===== src/rtl/fifo_wr_arb.vh =====
// ============================================================================
// Header   : fifo_wr_arb.vh
// Brief    : Sizing macros for the level that instantiates fifo_wr_arb and its
//            fifo; the DIN width follows FIFO_WR_ARB_TAG_EN.
// Revision : 1.0
// ============================================================================
`ifndef FIFO_WR_ARB_VH
`define FIFO_WR_ARB_VH

`define FIFO_WR_ARB_TAG_BITS(n) (((n) < 2) ? 1 : $clog2(n))

`ifdef FIFO_WR_ARB_TAG_EN
`define FIFO_WR_ARB_DIN_W(w, n) ((w) + `FIFO_WR_ARB_TAG_BITS(n))
`else
`define FIFO_WR_ARB_DIN_W(w, n) (w)
`endif

`endif


===== src/rtl/fifo_wr_arb_pkg.sv =====
// ============================================================================
// Module   : fifo_wr_arb_pkg
// Brief    : Width helpers shared by the write-port arbiter (FIFO_WR_ARB_TAG_EN).
// Revision : 1.0
// ============================================================================
`default_nettype none

package fifo_wr_arb_pkg;

    function automatic int tag_bits(input int n_req);
        return (n_req < 2) ? 1 : $clog2(n_req);
    endfunction

    // Word presented to the fifo; the source ID rides in the MSBs when tagging.
    function automatic int din_w(input int width, input int n_req);
`ifdef FIFO_WR_ARB_TAG_EN
        return width + tag_bits(n_req);
`else
        return width + 0 * n_req;
`endif
    endfunction

endpackage

`default_nettype wire


===== src/rtl/fifo_wr_arb_rr_pick.sv =====
// ============================================================================
// Module   : rr_pick
// Brief    : Combinational round-robin pick: first set request after rr_ptr.
// Revision : 1.0
// ============================================================================
`default_nettype none

module rr_pick
    import fifo_wr_arb_pkg::*;
#(
    parameter int N_REQ    = 4,
    parameter int TAG_BITS = 2
) (
    input  logic [N_REQ-1:0]    req,
    input  logic [TAG_BITS-1:0] rr_ptr,
    output logic [TAG_BITS-1:0] winner,
    output logic                any
);

    logic [TAG_BITS-1:0] w_idx;
    logic                w_found;

    always_comb begin
        winner  = '0;
        w_found = 1'b0;
        w_idx   = '0;
        for (int k = 1; k <= N_REQ; k++) begin
            w_idx = TAG_BITS'((int'(rr_ptr) + k) % N_REQ);
            if (!w_found && req[w_idx]) begin
                w_found = 1'b1;
                winner  = w_idx;
            end
        end
    end

    assign any = |req;

endmodule

`default_nettype wire


===== src/rtl/fifo_wr_arb.sv =====
// ============================================================================
// Module   : fifo_wr_arb
// Brief    : Round-robin arbiter sharing one fifo write port between N_REQ
//            requesters; FIFO_WR_ARB_TAG_EN prepends the source ID to fifo_din.
// Revision : 1.0
// ============================================================================
`default_nettype none

module fifo_wr_arb
    import fifo_wr_arb_pkg::*;
#(
    parameter int N_REQ = 4,
    parameter int WIDTH = 32
) (
    input  logic                              clk,
    input  logic                              rstn,
    input  logic [N_REQ-1:0]                  req,
    input  logic [N_REQ*WIDTH-1:0]            data,
    output logic [N_REQ-1:0]                  gnt,
    input  logic                              flush,
    input  logic                              fifo_full,
    input  logic                              fifo_almost_full,
    output logic                              fifo_w,
    output logic [din_w(WIDTH, N_REQ)-1:0]    fifo_din,
    output logic                              busy
);

    localparam int TAG_BITS = tag_bits(N_REQ);

    logic                r_out_vld;
    logic [WIDTH-1:0]    r_out_data;
    logic [TAG_BITS-1:0] r_rr_ptr;

    logic [TAG_BITS-1:0] w_winner;
    logic                w_any;
    logic                w_accept;
    logic                w_grant;
    logic [WIDTH-1:0]    w_win_data;

    rr_pick #(
        .N_REQ    (N_REQ),
        .TAG_BITS (TAG_BITS)
    ) u_rr_pick (
        .req    (req),
        .rr_ptr (r_rr_ptr),
        .winner (w_winner),
        .any    (w_any)
    );

    // A staged word still to be written counts against almost_full, so the
    // fifo can never be written while full.
    assign w_accept = rstn & ~flush & ~fifo_full & ~(r_out_vld & fifo_almost_full);
    assign w_grant  = w_accept & w_any;

    always_comb begin
        gnt        = '0;
        w_win_data = '0;
        for (int i = 0; i < N_REQ; i++) begin
            if (w_winner == TAG_BITS'(i)) begin
                gnt[i]     = w_grant;
                w_win_data = data[i*WIDTH +: WIDTH];
            end
        end
    end

    always_ff @(posedge clk) begin
        if (!rstn) begin
            r_out_vld  <= 1'b0;
            r_out_data <= '0;
            r_rr_ptr   <= TAG_BITS'(N_REQ - 1);
        end else if (w_grant) begin
            r_out_vld  <= 1'b1;
            r_out_data <= w_win_data;
            r_rr_ptr   <= w_winner;
        end else begin
            r_out_vld  <= 1'b0;
        end
    end

`ifdef FIFO_WR_ARB_TAG_EN
    logic [TAG_BITS-1:0] r_out_tag;

    always_ff @(posedge clk) begin
        if (!rstn) begin
            r_out_tag <= '0;
        end else if (w_grant) begin
            r_out_tag <= w_winner;
        end
    end

    assign fifo_din = {r_out_tag, r_out_data};
`else
    assign fifo_din = r_out_data;
`endif

    assign fifo_w = r_out_vld;
    assign busy   = r_out_vld | (|req);

endmodule

`default_nettype wire


===== config.mk =====
export PLATFORM = sky130hd
export DESIGN_NAME = fifo_wr_arb
export DESIGN_NICKNAME = d
export VERILOG_FILES = /design/src/rtl/fifo_wr_arb.vh /design/src/rtl/fifo_wr_arb_pkg.sv /design/src/rtl/fifo_wr_arb_rr_pick.sv /design/src/rtl/fifo_wr_arb.sv
export SDC_FILE = /design/constraint.sdc
export NUM_CORES = 1
export LEC_CHECK = 0
export CORE_UTILIZATION = 31
export CTS_BUF_LIST = sky130_fd_sc_hd__clkbuf_8
export CTS_CLUSTER_SIZE = 24
export DETAILED_ROUTE_END_ITERATION = 12
export MAX_ROUTING_LAYER = met4
export PLACE_DENSITY = 0.87
export SLEW_MARGIN = 20
export SYNTH_ARGS = -nofsm -noshare
export SYNTH_HDL_FRONTEND = slang
export SYNTH_HIERARCHICAL = 1
export SYNTH_SLANG_ARGS = --single-unit

===== constraint.sdc =====
create_clock -name clk -period 1.63 [get_ports clk]
set_input_delay 0.326 -clock clk [delete_from_list [all_inputs] [get_ports clk]]
set_output_delay 0.326 -clock clk [all_outputs]
set_load 0.005 [all_outputs]

* Yosys cells after proc, flatten, opt, wreduce, memory -nomap -nowiden
Index checks and enable logic that the tools add are counted.
** Word-level totals
- Memories kept :: 0
- Word-level logic and storage cells :: 55
- Output and inout port bits :: 38
- Memory bits (read-only) :: 0
- Latch bits :: 0
- Bits of input ports :: 137
- Flip-flop bits (word level) :: 35
- Memory bits (writable) :: 0
** Operators by class
- Add/subtract/negate cells :: 4
- Reductions and logical operators :: 8
- Div/mod/pow operators :: 0
- Eq/ne operators :: 3
- Bitwise operators :: 9
- $lt $le $gt $ge :: 4
- Shift-type cells :: 0
- Multiplexer cells :: 24
- Multiply operators :: 0
** Operators with widths (count)
- 32-bit two-way mux :: 4
- 2-bit by 3-bit < comparator with 1-bit output, second input constant :: 4
- 1-bit two-way mux :: 12
- 1-bit binary-select mux with 2-bit select :: 4
- 2-bit two-way mux :: 4
- 1-bit bitwise AND :: 5
- 2-bit by 1-bit adder with 2-bit output, second input constant :: 2
- 2-bit adder, second input constant :: 2
- 2-bit equality test, second input constant :: 2
- 4-bit OR reduction :: 1
- 1-bit logical AND :: 3
- 1-bit logical NOT :: 3
- 1-bit NOT :: 3
- 2-bit by 1-bit equality test with 1-bit output, second input constant :: 1
- 2-bit logical NOT :: 1
- 1-bit OR :: 1

* Longest topological paths before layout
- Word-level depth :: 18
- Mapped depth :: 8
- Gate-level depth less buffers :: 6

* Modules after synthesis
The synthesis kept the hierarchy.
** By module, submodules not included
- fifo_wr_arb :: cells an instance 200, times used 1, sequential area each 700.7 um^2, area each 2150.8 um^2
- rr_pick :: cells an instance 14, times used 1, sequential area each 0.0 um^2, area each 81.3 um^2

* Least setup slack after synthesis
OpenSTA, ideal clock, no wires.
- Kind :: input port to flip-flop
- From :: input req[1]
- To :: register r_out_data[4], in the netlist fifo_din[4]
- Slack :: -0.142 ns
- Stages :: 8
- Path buffers :: 2
- Setup time :: 0.117 ns
- Required time :: 1.513 ns
- Arrival time :: 1.655 ns
- Cell sequence :: nor2b_1 -> a21oi_1 -> o221ai_2 -> buf_6 -> buf_6 -> mux4_2 -> nand3_1 -> o21ai_1
** Between the ends
- Word-level cells in the longest chain between the ends :: 17
- Elaborated cells on any way between the ends :: 31
- Classes of those cells :: 3 x eq/ne; 19 x mux; 1 x bitwise; 8 x reduce/logical
** RTL lines
- from (decl) :: RTL line fifo_wr_arb.sv:17 : input logic [N_REQ-1:0] req,
- 1-bit binary-select mux with 2-bit select :: RTL line fifo_wr_arb_rr_pick.sv:29 : if (!w_found && req[w_idx]) begin
- 1-bit two-way mux (implied by the code) :: RTL line fifo_wr_arb_rr_pick.sv:29
- 1-bit two-way mux :: RTL line fifo_wr_arb_rr_pick.sv:29
- 1-bit logical NOT :: RTL line fifo_wr_arb_rr_pick.sv:29
- 1-bit logical AND :: RTL line fifo_wr_arb_rr_pick.sv:29
- 1-bit two-way mux :: RTL line fifo_wr_arb_rr_pick.sv:29
- 1-bit logical NOT :: RTL line fifo_wr_arb_rr_pick.sv:29
- 1-bit logical AND :: RTL line fifo_wr_arb_rr_pick.sv:29
- 1-bit two-way mux :: RTL line fifo_wr_arb_rr_pick.sv:29
- 1-bit logical NOT :: RTL line fifo_wr_arb_rr_pick.sv:29
- 1-bit logical AND :: RTL line fifo_wr_arb_rr_pick.sv:29
- 2-bit two-way mux (*) :: RTL line fifo_wr_arb_rr_pick.sv:29
- via w_winner[0] :: RTL line fifo_wr_arb.sv:34 : logic [TAG_BITS-1:0] w_winner;
- 2-bit logical NOT :: RTL line fifo_wr_arb.sv:59 : if (w_winner == TAG_BITS'(i)) begin
- 32-bit two-way mux (3 in a row) :: RTL line fifo_wr_arb.sv:59
- 32-bit two-way mux (*) :: RTL line fifo_wr_arb.sv:59
- to (signal assigned) :: RTL line fifo_wr_arb.sv:73 : r_out_data <= w_win_data;
- to (decl) :: RTL line fifo_wr_arb.sv:31 : logic [WIDTH-1:0] r_out_data;
Mark *: on every way through the listed nets, which the timed path passes. The rest lies on a longest branch. The select of a mux whose other input is x is not followed.
A chain may end at the register's enable or synchronous reset.

* Worst setup path after layout
- From :: register r_rr_ptr[1]
- To :: output gnt[1]
** Between the ends
- Word-level cells in the longest chain between the ends :: 15
- Elaborated cells on any way between the ends :: 27
- Classes of those cells :: 4 x add/sub; 1 x eq/ne; 16 x mux; 6 x reduce/logical
** RTL lines
- from (decl) :: RTL line fifo_wr_arb.sv:32 : logic [TAG_BITS-1:0] r_rr_ptr;
- from (signal assigned) :: RTL line fifo_wr_arb.sv:70 : r_rr_ptr <= TAG_BITS'(N_REQ - 1);
- from (signal assigned) :: RTL line fifo_wr_arb.sv:74 : r_rr_ptr <= w_winner;
- 2-bit by 1-bit adder with 2-bit output :: RTL line fifo_wr_arb_rr_pick.sv:28 : w_idx = TAG_BITS'((int'(rr_ptr) + k) % N_REQ);
- 1-bit binary-select mux with 2-bit select :: RTL line fifo_wr_arb_rr_pick.sv:29
- 1-bit two-way mux (implied by the code) :: RTL line fifo_wr_arb_rr_pick.sv:29
- 1-bit two-way mux :: RTL line fifo_wr_arb_rr_pick.sv:29
- 1-bit logical NOT :: RTL line fifo_wr_arb_rr_pick.sv:29
- 1-bit logical AND :: RTL line fifo_wr_arb_rr_pick.sv:29
- 1-bit two-way mux :: RTL line fifo_wr_arb_rr_pick.sv:29
- 1-bit logical NOT :: RTL line fifo_wr_arb_rr_pick.sv:29
- 1-bit logical AND :: RTL line fifo_wr_arb_rr_pick.sv:29
- 1-bit two-way mux :: RTL line fifo_wr_arb_rr_pick.sv:29
- 1-bit logical NOT :: RTL line fifo_wr_arb_rr_pick.sv:29
- 1-bit logical AND :: RTL line fifo_wr_arb_rr_pick.sv:29
- 2-bit two-way mux (*) :: RTL line fifo_wr_arb_rr_pick.sv:29
- via w_winner[1] :: RTL line fifo_wr_arb.sv:34
- 2-bit by 1-bit equality test with 1-bit output (*) :: RTL line fifo_wr_arb.sv:59
- 1-bit two-way mux (*) :: RTL line fifo_wr_arb.sv:59
- to (decl) :: RTL line fifo_wr_arb.sv:19 : output logic [N_REQ-1:0] gnt,
Marks and branches as above.

==> impl_metrics.py <==
metrics = {
    "yosys": {
        "avgSynthCellArea_um2": 10.4,
        "synthMostInstantiatedCell": "nand2_1",
        "yosys_warnings": 6,
        "synth.top_cells.by_count": "37 x nand2_1, 35 x dfxtp_1, 32 x nand3_1",
        "synthCells": 214,
        "synth_top_area_share_pct": 31.4,
        "async_flop_share_pct": 0,
        "synth_edf_count": 0,
        "synth_top_flop_cell": "dfxtp_1",
        "synth_area_leader_cell": "dfxtp_1",
        "synth_cell_type_count": 27,
        "synth.cell_area_mm2": 0.00223,
        "synthesis.nets": 351,
        "synth-seq-cells": 35,
        "seq_area_frac_synth_pct": 31.4,
        "synth_area_leaders": "dfxtp_1 31%, mux4_2 28%, nand3_1 7.2%",
    },
    "cts": {
        "cts_buffers": 5,
        "clkLatencyLatePin_ns": 0.28,
        "clockRootBuffer": "clkbuf_8",
        "cts_sinks": 35,
        "cts_tree": "done",
        "clk_pin_slew_ns": 0.07,
        "h-tree-depth": 2,
        "ctsLongestPathBuffers": 2,
    },
    "placement": {
        "dp_slack_ns": -0.998,
        "hpwl_um": 6040,
        "portBuffers": 174,
        "finalWeightedCongestion": 0.739,
        "place_area_mm2": 0.00408,
    },
    "timing": {
        "worstMarginPinSlew_ns": 0.394,
        "rsz0062_at_grt": "yes",
        "min_period_over_period_pct": 118,
        "final_hold_viol_count": 0,
        "period_needed_ns": 1.93,
        "timing.final.ws_setup_ns": -0.300,
        "setup_viol": 37,
        "maxClockFrequency_mhz": 518,
        "clock_skew_ns": 0.00393,
        "slew_headroom_pct": 73.7,
        "slew_violations": 0,
    },
    "power": {
        "irDropWorstVdd_v": 0.000315,
        "fin_total_pwr_w": 0.00278,
        "p_per_area_mw_per_mm2": 628,
        "p_leak_nw": 1.60,
    },
    "die": {
        "dieArea_mm2": 0.00754,
        "chipHeight_um": 86.9,
        "die_w_um": 86.9,
        "core_area_mm2": 0.00687,
        "ioPinCount": 175,
        "rows": 30,
        "start_util_pct": 32.5,
    },
    "final_layout": {
        "nNetsFinal": 536,
        "areaGrowthSynthToFinish_pct": 97.9,
        "fin_util_pct": 64.3,
        "fin_area_mm2": 0.00442,
        "diodes": 0,
        "n_fill_cell": 583,
        "drive_gt1_share_pct": 23.8,
    },
    "global_route": {
        "grt_first_pass_wirelength_um": 12500,
        "grt_max_degree": 35,
        "first_global_vias": 2583,
        "grt_overflow_total": 0,
        "grt_util_all_layers_pct": 22.4,
        "antenna_found_initial": 0,
    },
    "setup_path": {
        "regToRegSetupSlack_ns": -0.29,
        "cpMaxStageDelayCell": "dfxtp_4",
        "cp_max_fo": 6,
        "start_kind": "flop",
        "path_cells": "buf_6 > a21oi_4 > a31oi_4 > a21oi_4 > buf_6 > nor3b_2 > buf_2",
        "r2r_end": "fifo_din[16]",
        "max_stage_delay_ns": 0.39,
        "r2r-start": "r_rr_ptr[1]",
        "arrival_ns": 1.60,
        "cp.required_ns": 1.30,
        "worstSetupStartpoint": "r_rr_ptr[1]",
        "rr_worst_depth": 8,
        "path_class": "flop to output port",
        "end_kind": "output port",
    },
    "hold_path": {
        "hold_depth": 2,
        "holdPathEnd": "fifo_din[0]",
        "hp-start": "fifo_din[0]",
        "min_path_type": "flop to flop",
    },
    "detailed_routing": {
        "vias_per_cell": 4.93,
        "post-route-drc-count": 0,
        "ant_nets": 0,
        "dr.pass1.iters": 4,
        "routed_wl_um": 8330,
        "first_iter_violations": 96,
        "wl_per_cell_um": 16.8,
        "via_count": 2447,
    },
    "run_status": {
        "violations": "negative setup slack",
        "status": "complete, but fails checks",
    },
    "run": {
        "cap_viol_max_count": 0,
    },
}
area by class of cell:
cell class	count	area, um2	share of cell area, %
clock buffers	5	68.8	1.56
multi-input cells	155	1490	33.8
flip-flops and latches	35	704	15.9
inverters	2	7.51	0.170
repair buffers	200	2010	45.5
well taps	96	120	2.72
clock inverters	3	12.5	0.283
layer usage:
metal / vias up / wire length (um) / GRT usage, %
met5: - / 0 / -
met4: 0 / 94 / 6.06
met3: 8 / 435 / 4.36
met2: 99 / 4630 / 42.3
met1: 1171 / 3170 / 23.5
li1: 1169 / - / -
cell usage in the layout, fill, tap and decap left out, types with 2 or more instances in the layout:
| master | synthesis | final |
|---|---|---|
| inv_1 | 1 | 3 |
| clkbuf_2 | 0 | 2 |
| o21ai_2 | 0 | 2 |
| buf_16 | 0 | 2 |
| dlygate4sd2_1 | 0 | 5 |
| buf_6 | 3 | 10 |
| clkbuf_8 | 0 | 5 |
| clkdlybuf4s50_1 | 0 | 162 |
| nand2b_1 | 3 | 3 |
| a21oi_4 | 0 | 3 |
| nor3b_2 | 0 | 2 |
| o21ai_0 | 7 | 4 |
| buf_4 | 4 | 11 |
| nand3_1 | 32 | 27 |
| nor2_1 | 3 | 3 |
| dfxtp_1 | 35 | 34 |
| o21ai_1 | 25 | 26 |
| mux4_2 | 28 | 32 |
| buf_12 | 2 | 3 |
| nand2_1 | 37 | 36 |
| buf_2 | 10 | 5 |
| nand3_2 | 0 | 5 |
cells by family (layout without fill, tap and decap cells):
family                 count (synthesis)  after routing  synth area share [%]
multiplexers                          35             35                  34.4
AO/OA/AOI/OAI                         37             37                  8.80
AND/OR/NAND/NOR                       83             83                  17.7
flip-flops                            35             35                  31.4
buffers and inverters                 24            210                  7.74
how the worst max path moves through the flow:
stage                        end  slack, ns  cells past startpoint
finish                    gnt[1]      -0.30                      7
global route        fifo_din[23]      -0.37                      8
CTS                 fifo_din[13]      -0.31                      8
detailed placement  fifo_din[30]       -1.0                      8
global placement          gnt[1]      -0.94                      7
floorplan           fifo_din[21]      -0.11                      8
what timing repair did:
action                                 4_1_cts  5_1_grt
endpoints found under the hold margin        0        0
gates cloned                                 3        0
setup buffers                                9        3
hold buffers                                 0        0
setup endpoints to repair                   40       37
pin swaps                                    7        3
gates resized for setup                     57       20
power by group:
group / total (W) / internal [W] / leakage [nW] / switching [W]
combinational: 0.00122 / 0.000819 / 1.26 / 0.000397
clock: 0.000598 / 0.000288 / 0.0505 / 0.000310
sequential: 0.000962 / 0.000923 / 0.286 / 0.0000390
total: 0.00278 / 0.00203 / 1.60 / 0.000746
sequential cells by signal, indices dropped and copies added, names as in the netlist:
register,flops
fifo_din,32
r_rr_ptr,2
fifo_w,1
worst max-delay path, delay by kind of cell, from the launching register on:
kind	cells	cell delay, ns
buffers and inverters	3	0.40
flip-flops	1	0.39
AND/OR/NAND/NOR	1	0.18
AO/OA/AOI/OAI	3	0.35
stage by stage:
step | std cells | setup TNS (ns) | hold WS (ns)
after global routing | 496 | -12.09 | 0.468
after floorplan | 214 | -2.77 | 0.445
after detailed placement | 475 | -34.09 | 0.440
final | 496 | -9.25 | 0.449
after CTS | 495 | -9.88 | 0.451
after global placement | 475 | -32.28 | 0.435
No activity file was read; power rests on OpenSTA's default activity.
